`config.mk`:
```
export PLATFORM = sky130hd
export DESIGN_NAME = fpu_addsub_arbiter
export DESIGN_NICKNAME = d
export VERILOG_FILES = /design/src/rtl/fpu_pkg.sv /design/src/rtl/fpu_rr_arb.sv /design/src/rtl/fpu_addsub_arbiter.sv
export SDC_FILE = /design/constraint.sdc
export NUM_CORES = 1
export LEC_CHECK = 0
export CORE_AREA = 3 3 162 164
export DETAILED_ROUTE_END_ITERATION = 10
export DIE_AREA = 0 0 165 167
export GPL_ROUTABILITY_DRIVEN = 1
export HOLD_SLACK_MARGIN = 0.05
export PLACE_DENSITY_LB_ADDON = 0.08
export SLEW_MARGIN = 20
export SYNTH_ARGS = -nofsm -noshare
export SYNTH_HDL_FRONTEND = slang
export SYNTH_SLANG_ARGS = --single-unit
```
`constraint.sdc`:
```
create_clock -name clk -period 3.5 [get_ports clk]
set_clock_uncertainty 0.2 [all_clocks]
set_input_delay 0.35 -clock clk [delete_from_list [all_inputs] [get_ports clk]]
set_output_delay 0.35 -clock clk [all_outputs]
set_load 0.01 [all_outputs]
```
`src/rtl/fpu_pkg.sv`:
```
// Shared definitions for the FPU add/sub issue path: op encodings, operand
// width and the in-flight tracker entry.
package fpu_pkg;

  localparam logic FPU_OP_ADD = 1'b0;
  localparam logic FPU_OP_SUB = 1'b1;
  localparam int   FPU_W      = 32;

  // Sized for the largest supported requester count (8).
  localparam int   FPU_TAG_W  = 3;

  typedef struct packed {
    logic                 valid;
    logic [FPU_TAG_W-1:0] tag;
  } fpu_tag_t;

endpackage

```
`src/rtl/fpu_rr_arb.sv`:
```
// Combinational round-robin picker: first asserted request at or after ptr,
// wrapping modulo NREQ. Produces nothing while hold is high.
module fpu_rr_arb #(
  parameter int NREQ = 4
) (
  input  logic [NREQ-1:0]         req,
  input  logic                    hold,
  input  logic [$clog2(NREQ)-1:0] ptr,
  output logic [NREQ-1:0]         grant,
  output logic [$clog2(NREQ)-1:0] grant_idx,
  output logic                    grant_any
);

  localparam int IW = $clog2(NREQ);

  // One extra bit so ptr+k never overflows before the modulo fold.
  logic [IW:0] cand;

  always_comb begin
    grant     = '0;
    grant_idx = '0;
    grant_any = 1'b0;
    cand      = '0;
    if (!hold) begin
      for (int k = 0; k < NREQ; k++) begin
        cand = {1'b0, ptr} + (IW+1)'(k);
        if (cand >= (IW+1)'(NREQ)) begin
          cand = cand - (IW+1)'(NREQ);
        end
        if (!grant_any && req[cand[IW-1:0]]) begin
          grant_any             = 1'b1;
          grant_idx             = cand[IW-1:0];
          grant[cand[IW-1:0]]   = 1'b1;
        end
      end
    end
  end

endmodule

```
`src/rtl/fpu_addsub_arbiter.sv`:
```
// Shares one fixed-latency FP add/sub pipeline among NREQ clients: round-robin
// issue, tag tracking aligned to the pipe latency, and result routing.
module fpu_addsub_arbiter
  import fpu_pkg::*;
#(
  parameter int NREQ    = 4,
  parameter int LATENCY = 4,
  parameter int W       = FPU_W
) (
  input  logic              clk,
  input  logic              rst_n,
  input  logic              hold,
  input  logic [NREQ-1:0]   req_valid,
  output logic [NREQ-1:0]   req_ready,
  input  logic [NREQ*W-1:0] req_a,
  input  logic [NREQ*W-1:0] req_b,
  input  logic [NREQ-1:0]   req_op,
  output logic              pipe_in_valid,
  output logic [W-1:0]      pipe_a,
  output logic [W-1:0]      pipe_b,
  output logic              pipe_op,
  input  logic [W-1:0]      pipe_result,
  output logic [NREQ-1:0]   rsp_valid,
  output logic [W-1:0]      rsp_data,
  output logic              busy,
  output logic [15:0]       issued_cnt
);

  localparam int IW = $clog2(NREQ);

  logic [IW-1:0]         ptr_q, ptr_d;
  logic [NREQ-1:0]       grant;
  logic [IW-1:0]         grant_idx;
  logic                  grant_any;

  logic                  pipe_in_valid_q, pipe_in_valid_d;
  logic [W-1:0]          pipe_a_q, pipe_a_d;
  logic [W-1:0]          pipe_b_q, pipe_b_d;
  logic                  pipe_op_q, pipe_op_d;

  fpu_tag_t [LATENCY:0]  trk_q, trk_d;
  logic [LATENCY:0]      trk_valid;

  logic [NREQ-1:0]       rsp_valid_q, rsp_valid_d;
  logic [W-1:0]          rsp_data_q, rsp_data_d;
  logic [15:0]           cnt_q, cnt_d;

  // Reset masks the grant so nothing is accepted while rst_n is low.
  fpu_rr_arb #(.NREQ(NREQ)) u_arb (
    .req       (req_valid),
    .hold      (hold | ~rst_n),
    .ptr       (ptr_q),
    .grant     (grant),
    .grant_idx (grant_idx),
    .grant_any (grant_any)
  );

  genvar gi;
  generate
    for (gi = 0; gi <= LATENCY; gi++) begin : g_trk_valid
      assign trk_valid[gi] = trk_q[gi].valid;
    end
  endgenerate

  always_comb begin
    ptr_d           = ptr_q;
    pipe_in_valid_d = grant_any;
    pipe_a_d        = pipe_a_q;
    pipe_b_d        = pipe_b_q;
    pipe_op_d       = pipe_op_q;
    cnt_d           = cnt_q;
    if (grant_any) begin
      ptr_d     = (grant_idx == IW'(NREQ-1)) ? '0 : grant_idx + 1'b1;
      pipe_a_d  = req_a[grant_idx*W +: W];
      pipe_b_d  = req_b[grant_idx*W +: W];
      pipe_op_d = req_op[grant_idx];
      cnt_d     = cnt_q + 16'd1;
    end
  end

  // Entry 0 mirrors the issue register; entry LATENCY lines up with pipe_result.
  always_comb begin
    trk_d          = '0;
    trk_d[0].valid = grant_any;
    trk_d[0].tag   = FPU_TAG_W'(grant_idx);
    for (int k = 1; k <= LATENCY; k++) begin
      trk_d[k] = trk_q[k-1];
    end
  end

  always_comb begin
    rsp_valid_d = '0;
    rsp_data_d  = rsp_data_q;
    if (trk_q[LATENCY].valid) begin
      rsp_data_d = pipe_result;
      for (int k = 0; k < NREQ; k++) begin
        rsp_valid_d[k] = (trk_q[LATENCY].tag == FPU_TAG_W'(k));
      end
    end
  end

  always_ff @(posedge clk) begin
    if (!rst_n) begin
      ptr_q           <= '0;
      pipe_in_valid_q <= 1'b0;
      pipe_a_q        <= '0;
      pipe_b_q        <= '0;
      pipe_op_q       <= 1'b0;
      trk_q           <= '0;
      rsp_valid_q     <= '0;
      rsp_data_q      <= '0;
      cnt_q           <= '0;
    end else begin
      ptr_q           <= ptr_d;
      pipe_in_valid_q <= pipe_in_valid_d;
      pipe_a_q        <= pipe_a_d;
      pipe_b_q        <= pipe_b_d;
      pipe_op_q       <= pipe_op_d;
      trk_q           <= trk_d;
      rsp_valid_q     <= rsp_valid_d;
      rsp_data_q      <= rsp_data_d;
      cnt_q           <= cnt_d;
    end
  end

  assign req_ready     = grant;
  assign pipe_in_valid = pipe_in_valid_q;
  assign pipe_a        = pipe_a_q;
  assign pipe_b        = pipe_b_q;
  assign pipe_op       = pipe_op_q;
  assign rsp_valid     = rsp_valid_q;
  assign rsp_data      = rsp_data_q;
  assign issued_cnt    = cnt_q;
  assign busy          = rst_n & (pipe_in_valid_q | (|trk_valid));

endmodule

```
==> metrics.csv, run 1 <==
stage,metric,value,unit
status,status,finished clean,
yosys,ys_warn_count,0,
yosys,syn-cell-area,0.00721,mm^2
flow_run,drv_cap,0,
cells_and_area,layout-drive-gt1-share,6.25,%
clocking,cts_root_buffer,clkbuf_16,
clocking,clk_pin_slew,0.07,ns
placed_design,gp_congestion,0.835,
yosys,synth_flop_cell,dfxtp_1,
yosys,ys_ff_latch,134,
worst_setup_path,crit_arrival,2.85,ns
floorplanning,die-area,0.0276,mm^2
floorplanning,die_h,167,um
placed_design,pre_cts_slack,-0.0381,ns
clocking,cts_max_level,4,
worst_setup_path,worstSetupEndpointType,primary output,
worst_setup_path,crit_chain,inv_1 -> ha_4 -> mux4_2 -> nor2b_1 -> buf_4 -> a22oi_1 -> nor2_1 -> a221oi_2 -> nor2_1 -> clkdlybuf4s50_1,
worst_setup_path,critical-path-max-stage-delay,0.56,ns
cells_and_area,nets,1495,
worst_hold_path,min_path_cells,1,
sta,rsz0062_at_grt,false,
yosys,synth_edf_count,0,
sta,fmax,294,MHz
drt,highest_layer,met5,
power_and_ir_drop,cellPowerDensity,441,mW/mm^2
global_routing,grt_pass1_vias,7511,
drt,post-route-drc-count,0,
floorplanning,die_width,165,um
worst_hold_path,hold_end,trk_d[9],
clocking,clk_latency,0.40,ns
worst_setup_path,cp_top_family,buffers and inverters,
sta,tns,0,ns
worst_setup_path,critPathBufInv,3,
yosys,async_reset_ff_share,0,%
worst_setup_path,cpMostUsedCell,nor2_1,
drt,drt-met1-wl,12300,um
global_routing,grt_usage,20.6,%
sta,setup_ws,0.104,ns
clocking,cts_buffers,17,
cells_and_area,mostFrequentLayoutCells,"clkdlybuf4s50_1 (419), dfxtp_1 (133), and3_1 (131), a211oi_1 (130), nand3_1 (67)",
drt,vias_per_cell,5.02,
power_and_ir_drop,ir_drop,0.238,mV
sta,fin_crit,3.40,ns
worst_setup_path,reg2reg_from,ptr_q[0],
floorplanning,initial_utilization,28.8,%
drt,drt-total-wl,29900,um
drt,firstDrtPassIters,4,
drt,wl_met2,14700,um
power_and_ir_drop,p_leak,4.49,nW
yosys,synthCells,813,
placed_design,dp_hpwl,21700,um
worst_setup_path,reg2reg_setup_slack,0.23,ns
drt,met3WireLength,2490,um
yosys,synth_nets,1121,
clocking,clockBufferDepth,2,
floorplanning,fp-row-count,58,
global_routing,grt_max_degree,96,
cells_and_area,syn2layout_area_growth,71.5,%
global_routing,gr-total-overflow,0,
worst_setup_path,critPathKind,register to primary output,
sta,period_share,97.0,%
worst_hold_path,hp-class,register to register,
cells_and_area,fillerInstances,2448,
drt,dr_total_vias,7700,
sta,final_max_slew_viol_count,0,
clocking,ctsHoldBuffers,0,
drt,wl_per_cell,19.5,um
sta,tightest_slew,0.779,ns
worst_setup_path,timing.rr.end,pipe_b[1],
clocking,clock_sinks,134,
yosys,seq_area_frac_synth,37.2,%
cells_and_area,final_common_cell,clkdlybuf4s50_1,
drt,antenna_left,0,
worst_hold_path,hp-start,trk_d[5],
worst_setup_path,worst_setup_path_start_kind,register,
sta,slew_headroom,47.6,%
worst_setup_path,rr_worst_depth,11,
worst_setup_path,critical_path_required,2.95,ns
placed_design,port_buffers,421,
floorplanning,pin_count,422,
global_routing,grt_pass1_wl,44200,um
floorplanning,core,0.0250,mm^2
sta,hold_viol_final,0,
yosys,syn-mean-instance-area,8.86,um^2
worst_setup_path,critPathMaxFanout,5,
drt,drt_iter0_markers,397,
global_routing,antenna_found_initial,7,
sta,setup_viol,0,
worst_setup_path,cpMaxStageDelayCell,clkdlybuf4s50_1,
yosys,ys_types,45,
clocking,tritoncts,yes,
-- power breakdown --
part	internal, mW	switching, mW	total (mW)
logic	1.03	0.929	1.96
clock network	0.951	0.798	1.75
registers	1.67	0.0732	1.75
total	3.65	1.80	5.45
-- state kept, by name, summed over array words and instances, names as in the netlist --
signal and flops:
issued_cnt 16, pipe_a 32, pipe_b 32, pipe_op 1
ptr_q 2, rsp_data 32, rsp_valid 4, trk_d 12
trk_q 3
-- per-stage QoR --
| step | instances | util [%] | instance area [um^2] | total power, mW | hold slack, ns |
|---|---|---|---|---|---|
| 2_1_floorplan | 813 | - | 7210 | 2.76 | 0.212 |
| 3_3_place_gp | 1494 | 46.7 | 11700 | 3.69 | 0.215 |
| 3_5_place_dp | 1494 | 46.7 | 11700 | 3.70 | 0.218 |
| 4_1_cts | 1529 | 49.2 | 12300 | 5.51 | 0.237 |
| 5_1_grt | 1534 | 49.3 | 12400 | 5.77 | 0.244 |
| 6_report | 1534 | 49.3 | 12400 | 5.45 | 0.233 |
-- worst register-to-register path, stage by stage, from the launching register on --
cell      delay (ns)
dfxtp_1         0.35
inv_1           0.13
ha_4            0.33
mux4_2          0.36
nor4b_4         0.44
buf_4           0.19
nand2_1         0.06
nand3_2         0.17
inv_2           0.10
buf_12          0.18
a211oi_1        0.52
o31ai_1         0.11
-- routing by layer --
| metal | vias up | track usage, % |
|---|---|---|
| li1 | 3828 | - |
| met1 | 3563 | 24.7 |
| met2 | 270 | 34.8 |
| met3 | 33 | 7.01 |
| met4 | 6 | 5.80 |
| met5 | - | 0 |
-- final cells by class --
| type | count | area (um^2) | share of cell area (%) |
|---|---|---|---|
| sequential | 134 | 2680 | 21.7 |
| timing repair buffer | 446 | 4510 | 36.5 |
| tap | 330 | 413 | 3.34 |
| clock buffer | 17 | 425 | 3.44 |
| multi-input combinational | 582 | 4140 | 33.5 |
| antenna | 4 | 10.0 | 0.0810 |
| inverter | 6 | 22.5 | 0.182 |
| clock inverter | 15 | 154 | 1.25 |
-- worst max path at each step --
| stage | cells after the start | end | from |
|---|---|---|---|
| floorplan | 11 | pipe_a[0] | ptr_q[0] |
| global placement | 9 | pipe_b[1] | req_valid[3] |
| detailed placement | 9 | pipe_b[1] | req_valid[3] |
| CTS | 7 | req_ready[2] | ptr_q[1] |
| global route | 9 | req_ready[3] | ptr_q[0] |
| finish | 10 | req_ready[0] | ptr_q[0] |
-- synthesized netlist by cell type, types with 9 or more instances --
master,count,share of area [%]
nand3_1,67,4.7
dfxtp_1,134,37
a211oi_1,130,14
o31ai_1,65,6.8
nor2b_1,38,3.3
and3_1,131,11
ha_1,9,1.6
nor2_1,12,0.63
and2_1,24,2.1
nand2_1,11,0.57
buf_2,22,1.5
clkbuf_1,60,3.1
mux2i_1,33,4.6
-- repair_timing --
item	4_1_cts	5_1_grt
buffers inserted	3	1
gates cloned	0	0
resized for setup	0	5
pin swaps	1	0
endpoints found under the setup margin	4	4
-- cell families after synthesis --
family | share of synthesized area, %
AND/OR/NAND/NOR | 25.2
AO/OA/AOI/OAI | 22.0
XOR/XNOR | 1.94
adder cells (fa/ha/maj) | 1.56
multiplexers | 5.99
flip-flops | 37.2
buffers and inverters | 6.11
No activity file was read; power rests on OpenSTA's default activity.
==> inputs of run 2 (changes only) <==
CTS_CLUSTER_SIZE = 28   (was unset)
==> results of run 2 <==
Final layout, timing and power as in run 1 (identical DEF).
